### config.mk
export PLATFORM = sky130hd
export DESIGN_NAME = fir_tap_sequencer
export DESIGN_NICKNAME = d
export VERILOG_FILES = /design/src/rtl/fir_pkg.sv /design/src/rtl/fir_tap_mac.sv /design/src/rtl/fir_tap_sequencer.sv
export SDC_FILE = /design/constraint.sdc
export NUM_CORES = 1
export LEC_CHECK = 0
export ABC_AREA = 1
export CORE_MARGIN = 2
export CORE_UTILIZATION = 25
export CTS_BUF_LIST = sky130_fd_sc_hd__clkbuf_16
export CTS_CLUSTER_SIZE = 28
export DETAILED_ROUTE_END_ITERATION = 8
export PLACE_DENSITY_LB_ADDON = 0.08
export SLEW_MARGIN = 20
export SYNTH_ARGS = -nofsm -noshare
export SYNTH_HDL_FRONTEND = slang
export SYNTH_SLANG_ARGS = --single-unit
### constraint.sdc
create_clock -name clk_in -period 2 [get_ports clk_in]
set_clock_uncertainty 0.1 [all_clocks]
set_input_delay 0.6 -clock clk_in [delete_from_list [all_inputs] [get_ports clk_in]]
set_output_delay 0.6 -clock clk_in [all_outputs]
set_load 0.01 [all_outputs]
### src/rtl/fir_pkg.sv
// ---------------------------------------------------------------------------
// fir_pkg
// Shared definitions for the FIR tap sequencer:
//   - state_t      : controller states
//   - FIR_*        : default datapath widths and output scaling shift
//   - sat_shift()  : arithmetic right shift followed by saturation to a
//                    signed out_w-bit range (computed on a 64-bit carrier so
//                    one function serves any accumulator width up to 63)
// ---------------------------------------------------------------------------
package fir_pkg;

    localparam int FIR_DATA_W = 12;
    localparam int FIR_COEF_W = 16;
    localparam int FIR_ACC_W  = 40;
    localparam int FIR_OUT_W  = 16;
    localparam int FIR_SHIFT  = 15;

    typedef enum logic [2:0] {
        S_INIT,
        S_IDLE,
        S_WRITE,
        S_RUN,
        S_DRAIN,
        S_DONE
    } state_t;

    function automatic logic signed [63:0] sat_shift(
        input logic signed [63:0] acc,
        input int                 shift,
        input int                 out_w
    );
        logic signed [63:0] shifted;
        logic signed [63:0] max_v;
        logic signed [63:0] min_v;
        shifted = acc >>> shift;
        max_v   = (64'sd1 <<< (out_w - 1)) - 64'sd1;
        min_v   = -(64'sd1 <<< (out_w - 1));
        if (shifted > max_v) begin
            return max_v;
        end else if (shifted < min_v) begin
            return min_v;
        end
        return shifted;
    endfunction

endpackage

### src/rtl/fir_tap_mac.sv
// ---------------------------------------------------------------------------
// fir_tap_mac
// Two-stage multiply-accumulate behind synchronous sample RAM / coefficient
// ROM reads. An issue in cycle t has its operands on smp_in/coef_in in t+1,
// the registered product in t+2, and is added into the accumulator at the
// end of t+2. A valid bit follows each issue so idle cycles add nothing.
// Ports:
//   clk_in, rst_in : clock, asynchronous active-low reset
//   clr_in         : zero the accumulator (no product may be in flight)
//   issue_in       : an operand read was issued this cycle
//   smp_in/coef_in : signed operands, one cycle after the issue
//   acc_out        : running signed accumulator
// ---------------------------------------------------------------------------
module fir_tap_mac
    import fir_pkg::*;
#(
    parameter int DATA_W = FIR_DATA_W,
    parameter int COEF_W = FIR_COEF_W,
    parameter int ACC_W  = FIR_ACC_W
) (
    input  logic                     clk_in,
    input  logic                     rst_in,
    input  logic                     clr_in,
    input  logic                     issue_in,
    input  logic signed [DATA_W-1:0] smp_in,
    input  logic signed [COEF_W-1:0] coef_in,
    output logic signed [ACC_W-1:0]  acc_out
);

    localparam int PROD_W = DATA_W + COEF_W;

    logic                     data_valid_reg;
    logic                     prod_valid_reg;
    logic signed [PROD_W-1:0] prod_reg;
    logic signed [ACC_W-1:0]  acc_reg;
    logic signed [PROD_W-1:0] smp_ext;
    logic signed [PROD_W-1:0] coef_ext;

    // Operands widened to the full product width; the low PROD_W bits of the
    // product are exact for signed operands of these widths.
    assign smp_ext  = {{COEF_W{smp_in[DATA_W-1]}}, smp_in};
    assign coef_ext = {{DATA_W{coef_in[COEF_W-1]}}, coef_in};

    always_ff @(posedge clk_in or negedge rst_in) begin
        if (!rst_in) begin
            data_valid_reg <= 1'b0;
            prod_valid_reg <= 1'b0;
            prod_reg       <= '0;
            acc_reg        <= '0;
        end else begin
            data_valid_reg <= issue_in;
            prod_valid_reg <= data_valid_reg;
            prod_reg       <= smp_ext * coef_ext;
            if (clr_in) begin
                acc_reg <= '0;
            end else if (prod_valid_reg) begin
                acc_reg <= acc_reg + {{(ACC_W - PROD_W){prod_reg[PROD_W-1]}}, prod_reg};
            end
        end
    end

    assign acc_out = acc_reg;

endmodule

### src/rtl/fir_tap_sequencer.sv
// ---------------------------------------------------------------------------
// fir_tap_sequencer
// FIR controller: zeroes the delay line after reset, then for every accepted
// sample writes it into the circular sample RAM, sweeps all N taps (newest
// sample against coefficient 0), drains the MAC and emits one saturated
// result.
// Ports:
//   clk_in, rst_in                 : clock, asynchronous active-low reset
//   sample_valid_in, sample_in     : ADC sample strobe and data
//   busy_out, overrun_out          : not idle / strobe dropped this cycle
//   smp_we/waddr/wdata_out         : sample RAM write port
//   smp_raddr_out, smp_rdata_in    : sample RAM read port (1-cycle latency)
//   coef_addr_out, coef_data_in    : coefficient ROM (1-cycle latency)
//   result_out, result_valid_out   : held result, one-cycle update pulse
// ---------------------------------------------------------------------------
module fir_tap_sequencer
    import fir_pkg::*;
#(
    parameter int ADDR_WIDTH = 8,
    parameter int N          = 50,
    parameter int DATA_W     = FIR_DATA_W,
    parameter int COEF_W     = FIR_COEF_W,
    parameter int ACC_W      = FIR_ACC_W,
    parameter int OUT_W      = FIR_OUT_W,
    parameter int SHIFT      = FIR_SHIFT
) (
    input  logic                  clk_in,
    input  logic                  rst_in,
    input  logic                  sample_valid_in,
    input  logic [DATA_W-1:0]     sample_in,
    output logic                  busy_out,
    output logic                  overrun_out,
    output logic                  smp_we_out,
    output logic [ADDR_WIDTH-1:0] smp_waddr_out,
    output logic [DATA_W-1:0]     smp_wdata_out,
    output logic [ADDR_WIDTH-1:0] smp_raddr_out,
    input  logic [DATA_W-1:0]     smp_rdata_in,
    output logic [ADDR_WIDTH-1:0] coef_addr_out,
    input  logic [COEF_W-1:0]     coef_data_in,
    output logic [OUT_W-1:0]      result_out,
    output logic                  result_valid_out
);

    localparam logic [ADDR_WIDTH-1:0] LAST  = ADDR_WIDTH'(N - 1);
    localparam logic [ADDR_WIDTH-1:0] ONE_A = ADDR_WIDTH'(1);

    state_t                  state_reg,  state_next;
    logic [ADDR_WIDTH-1:0]   cnt_reg,    cnt_next;     // init address / tap k / drain count
    logic [ADDR_WIDTH-1:0]   wr_ptr_reg, wr_ptr_next;
    logic [ADDR_WIDTH-1:0]   rd_ptr_reg, rd_ptr_next;  // tracks (wr_ptr - k) mod N
    logic [DATA_W-1:0]       sample_reg, sample_next;
    logic [OUT_W-1:0]        hold_reg,   hold_next;
    // Low while reset is held and for the first edge after release, so every
    // output reads 0 during reset even though the state already says INIT.
    logic                    live_reg;

    logic                    mac_clr;
    logic                    mac_issue;
    logic signed [ACC_W-1:0] acc;
    logic signed [63:0]      acc_ext;
    logic [OUT_W-1:0]        sat_res;

    fir_tap_mac #(
        .DATA_W (DATA_W),
        .COEF_W (COEF_W),
        .ACC_W  (ACC_W)
    ) u_mac (
        .clk_in   (clk_in),
        .rst_in   (rst_in),
        .clr_in   (mac_clr),
        .issue_in (mac_issue),
        .smp_in   ($signed(smp_rdata_in)),
        .coef_in  ($signed(coef_data_in)),
        .acc_out  (acc)
    );

    assign acc_ext = {{(64 - ACC_W){acc[ACC_W-1]}}, acc};
    assign sat_res = OUT_W'(sat_shift(acc_ext, SHIFT, OUT_W));

    always_ff @(posedge clk_in or negedge rst_in) begin
        if (!rst_in) begin
            state_reg  <= S_INIT;
            cnt_reg    <= '0;
            wr_ptr_reg <= '0;
            rd_ptr_reg <= '0;
            sample_reg <= '0;
            hold_reg   <= '0;
            live_reg   <= 1'b0;
        end else begin
            state_reg  <= state_next;
            cnt_reg    <= cnt_next;
            wr_ptr_reg <= wr_ptr_next;
            rd_ptr_reg <= rd_ptr_next;
            sample_reg <= sample_next;
            hold_reg   <= hold_next;
            live_reg   <= 1'b1;
        end
    end

    always_comb begin
        state_next       = state_reg;
        cnt_next         = cnt_reg;
        wr_ptr_next      = wr_ptr_reg;
        rd_ptr_next      = rd_ptr_reg;
        sample_next      = sample_reg;
        hold_next        = hold_reg;
        busy_out         = 1'b0;
        overrun_out      = live_reg && sample_valid_in && (state_reg != S_IDLE);
        smp_we_out       = 1'b0;
        smp_waddr_out    = '0;
        smp_wdata_out    = '0;
        smp_raddr_out    = '0;
        coef_addr_out    = '0;
        result_out       = hold_reg;
        result_valid_out = 1'b0;
        mac_clr          = 1'b0;
        mac_issue        = 1'b0;

        case (state_reg)
            S_INIT: begin
                if (live_reg) begin
                    busy_out      = 1'b1;
                    smp_we_out    = 1'b1;
                    smp_waddr_out = cnt_reg;
                    if (cnt_reg == LAST) begin
                        cnt_next   = '0;
                        state_next = S_IDLE;
                    end else begin
                        cnt_next = cnt_reg + ONE_A;
                    end
                end
            end
            S_IDLE: begin
                if (sample_valid_in) begin
                    sample_next = sample_in;
                    state_next  = S_WRITE;
                end
            end
            S_WRITE: begin
                busy_out      = 1'b1;
                smp_we_out    = 1'b1;
                smp_waddr_out = wr_ptr_reg;
                smp_wdata_out = sample_reg;
                mac_clr       = 1'b1;
                cnt_next      = '0;
                rd_ptr_next   = wr_ptr_reg;
                state_next    = S_RUN;
            end
            S_RUN: begin
                busy_out      = 1'b1;
                mac_issue     = 1'b1;
                smp_raddr_out = rd_ptr_reg;
                coef_addr_out = cnt_reg;
                // Walk backwards through the delay line, wrapping at N.
                rd_ptr_next   = (rd_ptr_reg == '0) ? LAST : rd_ptr_reg - ONE_A;
                if (cnt_reg == LAST) begin
                    cnt_next   = '0;
                    state_next = S_DRAIN;
                end else begin
                    cnt_next = cnt_reg + ONE_A;
                end
            end
            S_DRAIN: begin
                busy_out = 1'b1;
                if (cnt_reg == ONE_A) begin
                    cnt_next   = '0;
                    state_next = S_DONE;
                end else begin
                    cnt_next = cnt_reg + ONE_A;
                end
            end
            S_DONE: begin
                busy_out         = 1'b1;
                result_valid_out = 1'b1;
                result_out       = sat_res;
                hold_next        = sat_res;
                wr_ptr_next      = (wr_ptr_reg == LAST) ? '0 : wr_ptr_reg + ONE_A;
                state_next       = S_IDLE;
            end
            default: begin
                state_next = S_INIT;
            end
        endcase
    end

endmodule

==> impl_metrics.yaml, run 1 <==
outcome:
  outcome: "finished with violations"
  failed_checks: "negative setup slack"
timing:
  max_clock_freq_ghz: 0.214
  fin_crit_ps: 4680
  finalWorstSetupSlack_ps: -2680
  finalHoldViolations: 0
  setup-violations-final: 98
  rsz0062_at_grt: "true"
  fin_crit_sh: 2.34
  drv_slew: 0
routing:
  routed_via_density: 4.24
  final_antenna_net_count: 0
  drc_errors: 0
  first_pass_iters: 4
  post_drt_wl_per_cell_um: 15.1
  totalWireLength_mm: 54.3
  num_vias: 15200
  first_iter_violations: 475
yosys:
  yosysMostFrequentCell: "nand2_1"
  yosys.area.top_type: "fa_1"
  yosysWarnings: 0
  synth_top_area_frac: 0.229
  synth_edf_count: 0
  ys_seq_area_frac: 0.202
  synthTopCellsByCount: "nand2_1 (640), inv_1 (521), fa_1 (179)"
  yosys-top-cells-area: "fa_1 (23%), dfrtp_1 (20%), nand2_1 (15%)"
  ys_ff_latch: 126
  synthCells: 2185
  synth_nets: 2511
  syn_area_um2: 15600
  async_flop_share: 1.00
  synth_cell_types: 51
  syn_area_per_cell_um2: 7.16
  synth-main-ff-cell: "dfrtp_1"
clocking:
  cts_tree: "done"
  clock_sinks: 126
  ctsLongestPathBuffers: 2
  clock_latency_ps: 450
  htreeDepth: 4
  clk_pin_slew_ps: 60
  numCtsBuffers: 17
  cts_root_buf: "clkbuf_16"
placement:
  place_congestion: 0.874
  placed_cell_area_um2: 20900
  hpwl_mm: 41.5
  port_buffers: 98
floorplanning:
  dieArea_um2: 64600
  fp.dieW_um: 254
  ios: 99
  core_area_um2: 61800
  start_util: 0.253
  die_y_um: 254
  rows: 91
finish:
  final_layout_size_suffix_gt1_frac: 0.491
  syn2layout_area_growth_pct: 72.2
  nFillCells: 6146
  insertedDiodeCount: 0
  final_area_um2: 26900
  utilization: 0.436
  nets: 3072
  largest_reg_flops: 40
critical_path:
  startpoint: "coef_data_in[10]"
  criticalPathCategory: "in -> reg"
  crit_fanout: 5
  r2r_cells: 12
  cp.arrival_ps: 4960
  endpoint_kind: "flip-flop"
  required_ps: 2280
  critical_path.startpoint_type: "input port"
  r2r_start: "u_mac.prod_reg[0]$_DFF_PN0_"
  r2r_slack_ps: -130
grt:
  grt_pass1_wl_mm: 88.0
  grt_pass1_vias: 16400
  grt.overflow.total: 0
  grt_max_degree: 31
  grt.total_usage: 0.173
  antenna_found_initial: 0
min_path:
  hold_depth: 0
  hp-class: "reg -> reg"
  hold_path_startpoint: "u_mac.data_valid_reg$_DFF_PN0_"
run:
  maxCapViolCount: 0
[cell type report]
class	instances	area (um2)	share of cell area
Multi-Input combinational cell	1474	14100	0.522
Tap cell	837	1050	0.0389
Timing Repair Buffer	597	6010	0.223
Clock buffer	17	425	0.0158
Inverter	530	2040	0.0758
Sequential cell	126	3160	0.117
Clock inverter	15	194	0.00720
[cells by family after synthesis]
| family | Yosys count | share of synthesized area |
|---|---|---|
| other | 1 | 0.000240 |
| AOI/OAI and AO/OA | 197 | 0.0716 |
| buffers and inverters | 587 | 0.143 |
| DFF | 126 | 0.202 |
| xor gates and xnor gates | 33 | 0.0185 |
| and+or+nand+nor | 958 | 0.252 |
| adders and majority gates | 283 | 0.312 |
[timing repair]
item	in CTS	in global routing
gates resized for setup	981	417
pin swaps	253	272
cloned	18	0
setup endpoints to repair	116	129
hold buffers	1	0
hold endpoints to repair	25	0
setup buffers	121	71
[per-layer routing]
| metal | global-route usage | wire, um | vias to the layer above |
|---|---|---|---|
| met4 | 0.0454 | 963 | 0 |
| met3 | 0.0130 | 847 | 53 |
| met5 | 0 | 0 | - |
| li1 | - | - | 7662 |
| met1 | 0.217 | 24300 | 7377 |
| met2 | 0.320 | 28200 | 152 |
[critical path: stages]
cell	delay [ps]
buf_8	110
buf_12	130
nand2_4	60
inv_2	30
fa_1	550
inv_2	40
fa_1	460
fa_1	590
inv_2	50
fa_1	480
inv_2	40
fa_1	550
inv_2	50
ha_4	300
buf_6	120
nand4_1	160
or3_1	400
nand3_1	100
nand2_1	50
nand2_1	70
[metrics by stage]
stage / setup WS, ps / cells / TNS, ps / hold slack (ps)
after detailed placement: -3690 / 3377 / -111840 / 239
after floorplan: -2900 / 2185 / -58930 / 204
final: -2680 / 3596 / -85190 / 250
after global routing: -2810 / 3596 / -96520 / 267
after CTS: -2700 / 3542 / -88100 / 252
after global placement: -3670 / 3377 / -111900 / 240
[cell usage in the layout (no fill, tap or decap), types with 41 or more instances in the layout]
| master | n |
|---|---|
| dfrtp_1 | 119 |
| buf_12 | 46 |
| buf_4 | 313 |
| buf_6 | 139 |
| buf_2 | 41 |
| inv_2 | 94 |
| fa_1 | 148 |
| nor2_1 | 65 |
| nand2_2 | 150 |
| nand2_1 | 418 |
| nand2_4 | 75 |
| ha_4 | 76 |
| inv_1 | 422 |
| nor2_2 | 46 |
| nor2_4 | 63 |
[worst paths after layout]
check | to
hold / removal | u_mac.prod_valid_reg$_DFF_PN0_
setup / recovery | u_mac.prod_reg[26]$_DFF_PN0_
max in group asynchronous | hold_reg[6]$_DFF_PN0_
min in group asynchronous | sample_reg[0]$_DFFE_PN0P_
hold reg to reg | u_mac.prod_valid_reg$_DFF_PN0_
setup reg to reg | u_mac.acc_out[38]$_DFFE_PN0P_
Power of run 1 is left out: the tool's default activity adds up to more than one toggle a clock period on the data nets, which glitch-free logic cannot reach.
==> run 2: changes to the inputs <==
- SYNTH_HIERARCHICAL: unset -> 1
==> impl_metrics.yaml, run 2 <==
clocking:
  numCtsBuffers: 17
  cts_root_buf: "clkbuf_16"
  clk_pin_slew_ps: 60
  cts_tree: "done"
  ctsLongestPathBuffers: 2
  htreeDepth: 4
  clock_latency_ps: 440
  clock_sinks: 126
timing:
  fin_crit_ps: 4700
  finalHoldViolations: 0
  finalWorstSetupSlack_ps: -2700
  max_clock_freq_ghz: 0.213
  setup-violations-final: 125
  drv_slew: 0
  rsz0062_at_grt: "true"
  fin_crit_sh: 2.35
yosys:
  syn_area_per_cell_um2: 7.03
  ys_ff_latch: 126
  yosysMostFrequentCell: "nand2_1"
  synth-main-ff-cell: "dfrtp_1"
  yosys-top-cells-area: "fa_1 (22%), dfrtp_1 (20%), nand2_1 (17%)"
  ys_seq_area_frac: 0.196
  syn_area_um2: 16000
  synth_cell_types: 46
  synth_top_area_frac: 0.223
  synth_nets: 2608
  synthCells: 2282
  synth_edf_count: 0
  synthTopCellsByCount: "nand2_1 (725), inv_1 (524), fa_1 (179)"
  async_flop_share: 1.00
  yosysWarnings: 6
  yosys.area.top_type: "fa_1"
routing:
  num_vias: 16000
  totalWireLength_mm: 57.9
  post_drt_wl_per_cell_um: 15.5
  first_pass_iters: 5
  first_iter_violations: 700
  final_antenna_net_count: 0
  drc_errors: 0
  routed_via_density: 4.28
floorplanning:
  fp.dieW_um: 257
  die_y_um: 257
  ios: 99
  dieArea_um2: 66200
  start_util: 0.253
  core_area_um2: 63300
  rows: 92
placement:
  dp_slack_ps: -3860
  placed_cell_area_um2: 21200
  hpwl_mm: 42.8
  place_congestion: 0.843
  port_buffers: 98
outcome:
  outcome: "finished with violations"
  failed_checks: "negative setup slack"
grt:
  grt_pass1_wl_mm: 93.1
  antenna_found_initial: 0
  grt.total_usage: 0.179
  grt.overflow.total: 0
  grt_pass1_vias: 17100
  grt_max_degree: 35
finish:
  insertedDiodeCount: 0
  final_common_cell: "nand2_1"
  largest_reg_flops: 40
  syn2layout_area_growth_pct: 70.5
  final_area_um2: 27400
  final_layout_size_suffix_gt1_frac: 0.473
  final_cell_mix: "nand2_1 (519), inv_1 (417), buf_4 (329)"
  nets: 3197
critical_path:
  cp.arrival_ps: 4960
  required_ps: 2260
  critical_path.startpoint_type: "input port"
  startpoint: "coef_data_in[15]"
  endpoint_kind: "flip-flop"
  criticalPathCategory: "in -> reg"
  crit_fanout: 6
  r2r_start: "u_mac/prod_reg[27]$_DFF_PN0_"
min_path:
  hp-class: "reg -> reg"
  hold_path_startpoint: "u_mac/data_valid_reg$_DFF_PN0_"
run:
  maxCapViolCount: 0
run 2: area by class of cell:
| type | count | area, um2 |
|---|---|---|
| clock inverter | 15 | 194 |
| timing repair buffer | 628 | 6380 |
| clock buffer | 17 | 425 |
| inverter | 535 | 2050 |
| tap | 846 | 1060 |
| sequential | 126 | 3160 |
| multi-input combinational | 1563 | 14100 |
| fill | 6418 | 35900 |
run 2: cells by family after synthesis:
group                      share of synthesized area
and+or+nand+nor                                0.280
buffers and inverters                          0.141
adders and majority gates                      0.304
AOI/OAI and AO/OA                             0.0606
DFF                                            0.196
xor gates and xnor gates                      0.0180
other                                       0.000234
run 2: final timing paths:
check,to,slack (ps),cells past startpoint
min reg2reg,u_mac/prod_valid_reg$_DFF_PN0_,270,0
min in group asynchronous,rd_ptr_reg[7]$_DFFE_PN0P_,500,2
max in group asynchronous,u_mac/prod_reg[27]$_DFF_PN0_,740,3
max reg2reg,u_mac/acc_out[39]$_DFFE_PN0P_,-280,13
max,u_mac/prod_reg[24]$_DFF_PN0_,-2700,20
min,u_mac/prod_valid_reg$_DFF_PN0_,270,0
run 2: per-stage QoR:
stage          setup TNS [ps]   util  std cells  hold WS (ps)
2_1_floorplan          -58510      -       2282           204
3_3_place_gp          -108330  0.335       3492           248
3_5_place_dp          -108200  0.335       3492           254
4_1_cts                -88380  0.407       3687           279
5_1_grt               -106410  0.432       3730           286
6_report               -93380  0.432       3730           274
run 2: per-layer routing:
metal  vias up  wire length [um]  global-route usage
li1       7953                 -                   -
met3        43              1350              0.0206
met2       204             29500               0.327
met4         0               839              0.0340
met5         -                 0                   0
met1      7756             26200               0.227
run 2: critical path, stage by stage:
cell and delay (ps):
buf_8 110, buf_12 140, nand2_8 60, inv_6 30
fa_2 600, inv_2 70, fa_1 560, inv_2 50
fa_1 480, fa_1 500, inv_2 40, fa_1 540
inv_2 40, ha_4 290, buf_6 120, nand2_8 60
nor3_4 200, nand4_1 130, nand3_2 120, xor2_2 190
run 2: what timing repair did:
item | 4_1_cts | 5_1_grt
buffers inserted | 147 | 72
gates resized for setup | 1005 | 384
pin swaps | 306 | 247
hold endpoints to repair | 25 | 0
endpoints found under the setup margin | 117 | 126
cloned | 19 | 1
hold buffers | 1 | 0
Power of run 2 is left out for the same reason.
==> patch, RTL diff (settings of run 1) <==
The 6 states of `state_t` get a Gray code encoding in 3 bits.
--- a/src/rtl/fir_pkg.sv
+++ b/src/rtl/fir_pkg.sv
@@ -18,8 +18,8 @@
     typedef enum logic [2:0] {
-        S_INIT,
-        S_IDLE,
-        S_WRITE,
-        S_RUN,
-        S_DRAIN,
-        S_DONE
+        S_INIT  = 3'b000,
+        S_IDLE  = 3'b001,
+        S_WRITE = 3'b011,
+        S_RUN   = 3'b010,
+        S_DRAIN = 3'b110,
+        S_DONE  = 3'b111
     } state_t;
Behaviour: no difference found for any inputs over 10 cycles, from zero or initial values and one cycle with rst_in low; not proved beyond that.
==> patch against run 1 <==
The run still ends with setup timing left; critical endpoint unchanged; largest cell class unchanged; register-to-register slack about the same; setup slack worse by 12 ps; hold slack lost 2.9 ps; area after synthesis is 0.49% lower; sequential cell count did not move; final area is 1.5% lower; wire length decreased by 0.59%.
Power is left out: the tool's default activity adds up to more than one toggle a clock period on the data nets, which glitch-free logic cannot reach.
==> patch: results (changes against run 1) <==
status finished, violations left; failing checks setup timing; top post-synthesis cells by area fa_1 23%, dfrtp_1 20%, nand2_1 16%; setup violators final 102 (+4.1%); largest net degree at the start of global routing 43 (+39%); RR Startpoint state_reg[0]; Seq/Total Area, Yosys 0.2026 (+0.0009885); via count 15150 (-0.61%); drt initial violations 585 (+23%); final worst slack -2694 ps (-12.20 ps); Crit Path Max Fanout 6 (+1); setup bufs post-CTS 131 (+8.3%); share of post-route cells with drive strength above 1 0.4862 (-0.004881); Synth Area in Compound Gates 0.07050 (-0.001096); XOR/XNOR Fraction of Synth Area 0.02082 (+0.002341); first-pass GRT wire length 87780 um (-0.27%); fraction of area in multi-input gates 0.5252 (+0.003345); post-synthesis cell type count 52 (+2.0%); #MultiIn Comb 1472 (-0.14%); 1st-pass router iterations 5 (+1); most frequent cells after synthesis 656 x nand2_1, 497 x inv_1, 179 x fa_1; HPWL after detailed placement 40930 um (-1.3%); Filler cells 6195 (+0.80%); final net count 3040 (-1.0%); final wirelength 53980 um (-0.59%); Synth Area in Adders 0.3138 (+0.001531); bufs w/o clock 592 (-0.84%); FF+latch area 3161 um^2 (about the same); Net Count, Synth 2485 (-1.0%); slowest CP cell fa_2; Non-Clock Buffer Area Fraction 0.2237 (+0.0006358)
-- patch: changes by cell type after synthesis, sizes merged, moves of 6 or more --
cell,before,now
inv,530,504
a21oi,102,78
buf,14,20
nand2,648,663
a2bb2oi,0,15
-- patch: stage by stage --
stage,std cells,hold slack [ps],instance area (um^2),setup slack [ps]
3_5_place_dp,3346,236.5,20850,-3643
4_1_cts,3520,250.3,24800,-2740
5_1_grt,3562,267.7,26540,-2873
3_3_place_gp,3346,240.2,20850,-3616
6_report,3562,246.7,26540,-2694
2_1_floorplan,2159,204.4,16760,-2827
-- patch: layer usage --
metal | routed length, um | global-route usage
met5 | 0 | 0
met4 | 905 | 0.03686
met2 | 28670 | 0.3243
met3 | 765 | 0.01332
met1 | 23650 | 0.2166
-- patch: cell families after synthesis --
kind of cell | count (synthesis)
buffers and inverters | 562
AOI/OAI and AO/OA | 185
other | 1
xor gates and xnor gates | 37
and+or+nand+nor | 965
DFF | 126
adders and majority gates | 283
